### config.mk
export PLATFORM = sky130hd
export DESIGN_NAME = fetch_stage
export DESIGN_NICKNAME = d
export VERILOG_FILES = /design/src/rtl/fetch_stage.sv
export SDC_FILE = /design/constraint.sdc
export NUM_CORES = 1
export LEC_CHECK = 0
export ABC_AREA = 1
export BUFFER_PORTS_ARGS = -buffer_cell sky130_fd_sc_hd__buf_2
export CORE_UTILIZATION = 30
export DETAILED_ROUTE_END_ITERATION = 8
export GPL_TIMING_DRIVEN = 1
export PLACE_DENSITY = 0.61
export SKIP_CTS_REPAIR_TIMING = 1
export SLEW_MARGIN = 15
export SYNTH_ARGS = -nofsm -noshare
export SYNTH_HDL_FRONTEND = slang
export SYNTH_SLANG_ARGS = --single-unit
### constraint.sdc
create_clock -name clk -period 1.9 [get_ports clk]
set_input_delay 0.095 -clock clk [delete_from_list [all_inputs] [get_ports clk]]
set_output_delay 0.095 -clock clk [all_outputs]
set_load 0.01 [all_outputs]
### src/rtl/fetch_stage.sv
// fetch_stage -- instruction fetch stage of the five-stage RISC-V pipeline.
//
// Owns the fetch PC (PCF) and keeps at most one request outstanding to
// instruction memory. It drives the IF/ID register that feeds decode. When no
// instruction is available, a NOP bubble (ValidD = 0) is written instead.
//
// Build option: define FETCH_SKID_EN to add a one-entry skid buffer (HOLD
// state). The buffer catches a response that arrives while decode is stalled.
// Without it, such a response is dropped and the same PC is fetched again.
//
// Ports
//   clk         pipeline clock, rising edge
//   rst_n       asynchronous active-low reset
//   StallF      hold PCF, issue no new request
//   StallD      hold IF/ID contents (also masks PCSrcD)
//   PCSrcD      taken branch/jump resolved in decode
//   PCBranchD   redirect target
//   ImemReq     one-cycle request strobe (combinational in REQ)
//   ImemAddr    request address, always PCF
//   ImemRValid  one-cycle response strobe
//   ImemRData   response instruction
//   InstrD      IF/ID instruction
//   PCD         IF/ID PC
//   PCPlus4D    IF/ID PC+4
//   ValidD      IF/ID holds a real instruction
module fetch_stage #(
  parameter logic [31:0] RESET_PC  = 32'h0000_0000,
  parameter logic [31:0] NOP_INSTR = 32'h0000_0013
) (
  input  logic        clk,
  input  logic        rst_n,
  input  logic        StallF,
  input  logic        StallD,
  input  logic        PCSrcD,
  input  logic [31:0] PCBranchD,
  output logic        ImemReq,
  output logic [31:0] ImemAddr,
  input  logic        ImemRValid,
  input  logic [31:0] ImemRData,
  output logic [31:0] InstrD,
  output logic [31:0] PCD,
  output logic [31:0] PCPlus4D,
  output logic        ValidD
);

  typedef enum logic [1:0] {
    IDLE = 2'd0,
    REQ  = 2'd1,
    WAIT = 2'd2
`ifdef FETCH_SKID_EN
    ,
    HOLD = 2'd3
`endif
  } state_t;

  state_t      state;
  logic [31:0] pcF;
  logic        discard;
  logic        redirect;
  logic        ifidLoad;
  logic [31:0] ifidInstr;
  logic [31:0] ifidPc;

  function automatic logic [31:0] pcInc(input logic [31:0] pc);
    return pc + 32'd4;
  endfunction

  // A branch is ignored while decode is stalled: its operands may not be
  // ready yet.
  assign redirect = PCSrcD && !StallD;

  // A request is suppressed in a redirect cycle, so the stale PC is never
  // fetched. The request one cycle later uses the branch target.
  assign ImemReq  = (state == REQ) && !StallF && !redirect;
  assign ImemAddr = pcF;

  // ---- IF: PC register and request FSM ----
  always_ff @(posedge clk or negedge rst_n) begin
    if (!rst_n) begin
      state   <= IDLE;
      pcF     <= RESET_PC;
      discard <= 1'b0;
    end else if (redirect) begin
      pcF <= PCBranchD;
      // If a request is still in flight, wait for it and throw its data away.
      if (state == WAIT && !ImemRValid) begin
        discard <= 1'b1;
        state   <= WAIT;
      end else begin
        discard <= 1'b0;
        state   <= REQ;
      end
    end else begin
      case (state)
        IDLE: state <= REQ;
        REQ: begin
          if (ImemReq) state <= WAIT;
        end
        WAIT: begin
          if (ImemRValid) begin
            if (discard) begin
              discard <= 1'b0;
              state   <= REQ;
            end else if (StallD) begin
`ifdef FETCH_SKID_EN
              pcF   <= pcInc(pcF);
              state <= HOLD;
`else
              state <= REQ;
`endif
            end else begin
              pcF   <= pcInc(pcF);
              state <= REQ;
            end
          end
        end
`ifdef FETCH_SKID_EN
        HOLD: begin
          if (!StallD) state <= REQ;
        end
`endif
        default: state <= IDLE;
      endcase
    end
  end

`ifdef FETCH_SKID_EN
  logic [31:0] skidInstr_p0;
  logic [31:0] skidPc_p0;

  // ---- IF: skid buffer (data only, validity is the HOLD state) ----
  always_ff @(posedge clk) begin
    if (state == WAIT && ImemRValid && !discard && StallD && !redirect) begin
      skidInstr_p0 <= ImemRData;
      skidPc_p0    <= pcF;
    end
  end
`endif

  always_comb begin
    ifidLoad  = 1'b0;
    ifidInstr = ImemRData;
    ifidPc    = pcF;
    if (state == WAIT && ImemRValid && !discard) ifidLoad = 1'b1;
`ifdef FETCH_SKID_EN
    if (state == HOLD) begin
      ifidLoad  = 1'b1;
      ifidInstr = skidInstr_p0;
      ifidPc    = skidPc_p0;
    end
`endif
  end

  // ---- IF/ID boundary ----
  always_ff @(posedge clk or negedge rst_n) begin
    if (!rst_n) begin
      InstrD   <= NOP_INSTR;
      PCD      <= 32'h0;
      PCPlus4D <= 32'h0;
      ValidD   <= 1'b0;
    end else if (redirect) begin
      InstrD <= NOP_INSTR;
      ValidD <= 1'b0;
    end else if (!StallD) begin
      if (ifidLoad) begin
        InstrD   <= ifidInstr;
        PCD      <= ifidPc;
        PCPlus4D <= pcInc(ifidPc);
        ValidD   <= 1'b1;
      end else begin
        InstrD <= NOP_INSTR;
        ValidD <= 1'b0;
      end
    end
  end

endmodule

==> flow_summary.yaml, run 1 <==
cts:
  sinks_on_the_clock_net: 130
  cts.clk_slew.worst_paths_ns: 0.06
  clkLatencyLatePin_ns: 0.42
  clk_path_buf_depth: 2
  tritoncts: "yes"
  number_of_buffers_created_by_cts: 17
  ctsRootBufferMaster: "clkbuf_16"
  htreeDepth: 4
sta:
  fin_crit_sh_pct: 83.8
  final-hold-violation-count: 6
  fin_worst_skew_ns: 0.0106
  slew_headroom_pct: 66.3
  grt_setup_unrepaired: "no"
  setup_viol_count_final: 0
  finalSetupTns_ns: 0
  fin_crit_ns: 1.59
  fmax_ghz: 0.628
  slew_violations: 0
  holdWs_ns: -0.0285
  worst_slew_pin_slew_ns: 0.506
routing:
  via_per_inst: 4.37
  postRouteWirelength_mm: 18.4
  drc: 0
  drt.antenna.violating_nets: 0
  drt_pass1_iterations: 4
  wl_per_cell_microns: 15.2
  detailedRoute.firstIterationViolations: 265
  via_count: 5281
power_and_ir_drop:
  ir_worst_vdd_v: 0.000630
  power.density_cell_area_nw_per_um2: 1140
  p_leak_nw: 4.53
critical_path:
  start_kind: "flop"
  cp_num_buf_inv: 0
  cpPeakStageDelay_ns: 0.38
  cpLargestDelayFamily: "simple AND/OR/NAND/NOR gates"
  cp_data_required_time_ns: 2.20
  timing.critical_path.cells: "ha_1 -> nand2_2 -> nor2_4 -> nand2_4 -> nor2_4 -> nand2_1 -> nand2_1 -> nand2_1 -> nand2_1 -> nand2_1"
  worst-setup-path-type: "reg -> reg"
  cpMostUsedCell: "nand2_1"
  endpoint_kind: "flop"
  worstPathArrival_ns: 1.89
  timing.critical_path.slowest_stage_cell: "dfrtp_1"
  worstPathMaxFanout: 5
yosys:
  synthCells: 683
  count_of_different_cell_masters_after_synthesis: 27
  synth_seq_area_share_pct: 55.8
  synth_fp_nets: 754
  fraction_of_the_mapped_netlist_area_in_adder_cells_pct: 0.214
  post_synth_instance_area_sq_um: 5840
  synth.mux.area_fraction_pct: 0
  synth_xor_area_share_pct: 1.95
  post_synth_and_or_nand_nor_area_fraction_pct: 25.6
  synthesis_stage_register_bit_count: 130
  syn-mean-instance-area_sq_um: 8.55
  yosysWarnings: 0
  synth_top_family_by_area: "simple AND/OR/NAND/NOR gates"
  synth_compound_area_share_pct: 9.71
final_layout:
  post-route-cell-area_sq_um: 8260
  nFillCells: 1954
  insertedDiodeCount: 0
  layout-drive-gt1-share_pct: 28.3
  multi_input_gate_area_in_the_final_layout_sq_um: 2190
  final_nets: 1007
  area_growth_syn_to_layout_pct: 41.4
  sequential_cell_area_sq_um: 3260
grt:
  wire_length_of_the_first_global_routing_pass_mm: 27.6
  gr-usage-all-layers_pct: 18.1
  first_global_vias: 4975
  grt_remaining_overflow: 0
  maximum_number_of_pins_on_one_net_before_global_route_repair: 92
  grt_antenna_before_repair: 0
hold_path:
  hold_path_class: "in -> reg"
floorplan:
  floorplan.initialDensity_pct: 30.9
  row_count: 50
  core_area_sq_um: 18900
  fp.dieW_microns: 142
  die-area_sq_um: 20000
  ios: 200
  floorplan_die_height_microns: 142
placement:
  dp_hpwl_mm: 12.9
  dpl-instance-area_sq_um: 7190
  gpl.final_weighted_congestion: 0.820
  input_output_buffers: 199
job:
  drv_cap: 0
outcome:
  run_status: "complete, but fails checks"
  violations_in_the_final_reports: "negative hold slack"
-- state kept, by name, summed over array words and instances, names as in the netlist --
signal,flops
PCPlus4D,30
InstrD,32
ImemAddr,32
PCD,32
state,2
ValidD,1
discard,1
-- report_power, final --
part	switching (mW)	internal (mW)	leakage, nW	total (mW)
Sequential	0.440	3.37	1.71	3.81
Combinational	1.37	0.971	2.54	2.34
Clock	1.22	2.06	0.281	3.29
Total	3.04	6.40	4.53	9.44
-- layout make-up --
class                   instances  share of cell area, %
clock buffers                  23                   5.91
clock inverters                 9                   1.27
inverters                      69                   3.14
multi-input cells             457                   26.5
flip-flops and latches        130                   39.5
well taps                     260                   3.94
repair buffers                261                   19.8
-- layout by cell type (no fill, tap or decap), types with 10 or more instances in the layout --
cell             n
dlygate4sd3_1   47
a22o_1          29
buf_2          198
nand3_1         23
inv_1           66
buf_4           11
xor2_1          12
o21ai_0         35
nor2_1          39
nor2_4          10
dfrtp_1        127
o21ai_1         15
clkbuf_16       17
nand2_1        270
-- final timing paths --
kind / startpoint / to / slack (ns) / cells after the start
hold reg to reg: PCPlus4D[31] / PCPlus4D[31] / 0.47 / 2
setup reg to reg: ImemAddr[2] / PCPlus4D[28] / 0.31 / 10
max in group asynchronous: rst_n / InstrD[1] / 0.95 / 3
hold / removal: PCBranchD[27] / ImemAddr[27] / -0.03 / 5
min in group asynchronous: rst_n / InstrD[3] / 0.19 / 2
setup / recovery: ImemAddr[2] / PCPlus4D[28] / 0.31 / 10
-- cells by family after synthesis --
| kind of cell | after synthesis |
|---|---|
| AO/OA/AOI/OAI | 88 |
| XOR/XNOR | 13 |
| adder cells (fa/ha/maj) | 1 |
| buffers and inverters | 96 |
| flip-flops | 130 |
| AND/OR/NAND/NOR | 355 |
-- per-layer routing --
metal / share of wire, % / track usage, % / vias to the layer above
li1: - / - / 2648
met1: 46 / 23.8 / 2491
met2: 48 / 28.8 / 123
met3: 4.6 / 4.76 / 19
met4: 1.0 / 5.83 / 0
met5: 0 / 0 / -
-- synth_stat cells (all sizes together) --
master | n | area (sq um)
nor2 | 52 | 278
xor2 | 12 | 105
dfstp | 3 | 78.8
o22ai | 3 | 18.8
nand4 | 1 | 21.3
o21ai | 50 | 250
a31oi | 1 | 6.26
o211ai | 4 | 30.0
a22o | 29 | 254
clkbuf | 12 | 45.0
dfrtp | 127 | 3180
buf | 15 | 92.6
a22oi | 1 | 7.51
ha | 1 | 12.5
nand3 | 23 | 115
and2 | 3 | 18.8
nand2 | 275 | 1050
xnor2 | 1 | 8.76
inv | 69 | 259
nor3 | 1 | 5.00
-- metrics by stage --
step | cells | power, mW | setup slack [ns] | utilization [%]
global placement | 1130 | 6.12 | 0.394 | 38.1
global route | 1209 | 9.99 | 0.144 | 43.7
floorplan | 683 | 5.01 | 0.398 | -
detailed placement | 1130 | 6.14 | 0.327 | 38.1
CTS | 1162 | 9.47 | 0.284 | 41.2
finish | 1209 | 9.44 | 0.308 | 43.7
-- worst reg2reg max path, stage by stage (launching register included) --
cell and delay, ns:
dfrtp_1 0.38, ha_1 0.22, nand2_2 0.08, nor2_4 0.15
nand2_4 0.11, nor2_4 0.19, nand2_1 0.09, nand2_1 0.07
nand2_1 0.06, nand2_1 0.08, nand2_1 0.06
(Power assumes the default switching activity.)
==> run 2: changes to the inputs <==
--- a/config.mk
+++ b/config.mk
@@ -10,7 +10,7 @@
 export CORE_UTILIZATION = 30
 export DETAILED_ROUTE_END_ITERATION = 8
 export GPL_TIMING_DRIVEN = 1
-export PLACE_DENSITY = 0.61
+export PLACE_DENSITY = 0.63
 export SKIP_CTS_REPAIR_TIMING = 1
 export SLEW_MARGIN = 15
 export SYNTH_ARGS = -nofsm -noshare
==> constraint.sdc (replaced) <==
create_clock -name clk -period 1.39 [get_ports clk]
set_input_delay 0.0695 -clock clk [delete_from_list [all_inputs] [get_ports clk]]
set_output_delay 0.0695 -clock clk [all_outputs]
set_load 0.01 [all_outputs]
==> flow_summary.yaml, run 2 (synthesized netlist as in run 1, its figures left out) <==
sta:
  fin_worst_skew_ns: 0.00915
  finalSetupTns_ns: -5.03
  slew_headroom_pct: 67.0
  worst_slew_pin_slew_ns: 0.495
  fin_crit_ns: 1.49
  fin_crit_sh_pct: 107
  slew_violations: 0
  setup_viol_count_final: 118
  grt_setup_unrepaired: "yes"
  postLayoutSetupSlackWorst_ns: -0.103
  final-hold-violation-count: 4
  holdWs_ns: -0.0254
  fmax_ghz: 0.670
critical_path:
  start_kind: "flop"
  endpoint_kind: "flop"
  cp_num_buf_inv: 4
  timing.critical_path.cells: "inv_2 -> nor2_4 -> nand4_4 -> nor2_4 -> buf_6 -> buf_12 -> buf_12 -> nand3_1 -> nand2_1"
  worstPathMaxFanout: 14
  timing.critical_path.slowest_stage_cell: "dfrtp_1"
  cp_data_required_time_ns: 1.75
  worstPathArrival_ns: 1.86
  worst_setup_path_startpoint: "state[1]"
  cpLargestDelayFamily: "simple AND/OR/NAND/NOR gates"
  cpPeakStageDelay_ns: 0.37
  worst-setup-path-type: "reg -> reg"
  timing.rr.start: "state[1]"
routing:
  postRouteWirelength_mm: 20.6
  wl_per_cell_microns: 16.0
  drt.antenna.violating_nets: 0
  drc: 0
  wl_met3_mm: 1.02
  highest_signal_layer: "met4"
  via_count: 5729
  drt_pass1_iterations: 4
  via_per_inst: 4.44
  route.met2.wl_mm: 9.77
  route.layer.met1.wl_mm: 9.39
  detailedRoute.firstIterationViolations: 340
final_layout:
  post-route-cell-area_sq_um: 9530
  nFillCells: 1817
  final_cells: 1290
  area_growth_syn_to_layout_pct: 63.1
  most-common-layout-cells: "nand2_1, buf_2, dfrtp_1"
  insertedDiodeCount: 0
  final_nets: 1088
  final_core_util_pct: 50.4
  mostFrequentLayoutCell: "nand2_1"
  layout-drive-gt1-share_pct: 39.0
placement:
  gpl.final_weighted_congestion: 0.879
  numPlacedInstances: 1174
  dp_hpwl_mm: 13.7
  post-place-ws_ns: -0.0574
  dpl-instance-area_sq_um: 7650
  input_output_buffers: 199
power_and_ir_drop:
  total_power_mw: 14.0
  ir_worst_vdd_v: 0.000902
  power.density_cell_area_nw_per_um2: 1470
  p_leak_nw: 5.15
job:
  drv_cap: 0
floorplan:
  die-area_sq_um: 20000
  floorplan_die_height_microns: 142
  core_area_sq_um: 18900
  row_count: 50
  floorplan.initialDensity_pct: 30.9
  fp.dieW_microns: 142
  ios: 200
outcome:
  run_status: "complete, but fails checks"
  violations_in_the_final_reports: "negative hold slack, negative setup slack"
cts:
  ctsRootBufferMaster: "clkbuf_16"
  number_of_buffers_created_by_cts: 17
  cts.clk_slew.worst_paths_ns: 0.06
  sinks_on_the_clock_net: 130
  htreeDepth: 4
  clkLatencyLatePin_ns: 0.43
  clk_path_buf_depth: 2
  tritoncts: "yes"
grt:
  first_global_vias: 5082
  grt_remaining_overflow: 0
  wire_length_of_the_first_global_routing_pass_mm: 27.9
  grt_antenna_before_repair: 0
  maximum_number_of_pins_on_one_net_before_global_route_repair: 50
  gr-usage-all-layers_pct: 18.5
hold_path:
  hold_start: "PCBranchD[24]"
  hold_path_class: "in -> reg"
-- run 2: cell types whose count changed in the layout (fill, tap and decap cells not counted), sizes merged --
cell | before | now
clkinv | 3 | 5
inv | 69 | 71
buf | 214 | 273
clkinvlp | 4 | 2
bufinv | 2 | 4
dlygate4sd3 | 47 | 61
clkbuf | 23 | 27
-- run 2: worst paths after layout --
| path | slack, ns | endpoint | cells past startpoint |
|---|---|---|---|
| worst min-delay path | -0.03 | ImemAddr[24] | 5 |
| worst max register to register | -0.10 | ImemAddr[21] | 9 |
| worst min register to register | 0.47 | PCD[3] | 2 |
| min in group asynchronous | 0.17 | InstrD[5] | 2 |
| worst max-delay path | -0.10 | ImemAddr[21] | 9 |
| max in group asynchronous | 0.67 | PCPlus4D[17] | 3 |
-- run 2: tightest hold or removal path, delay by kind of cell --
| family | cells | cell delay, ns |
|---|---|---|
| AOI/OAI and AO/OA | 1 | 0.06 |
| buffers and inverters | 2 | 0.14 |
| and+or+nand+nor | 2 | 0.10 |
-- run 2: cell type report --
cell class,instances,area (sq um),area share (%)
inverters,69,267,2.80
flip-flops and latches,130,3260,34.2
multi-input cells,457,2450,25.7
repair buffers,341,2580,27.1
clock buffers,20,457,4.79
repair inverters,1,11.3,0.118
clock inverters,12,180,1.89
well taps,260,325,3.42
-- run 2: routing by layer --
metal | vias up | global-route usage, %
li1 | 2831 | -
met1 | 2714 | 24.8
met2 | 155 | 28.4
met3 | 29 | 5.50
met4 | 0 | 6.28
met5 | - | 0
-- run 2: where the power goes --
group / switching (mW) / internal, mW
clock network: 1.74 / 3.10
registers: 0.581 / 4.61
logic: 2.19 / 1.77
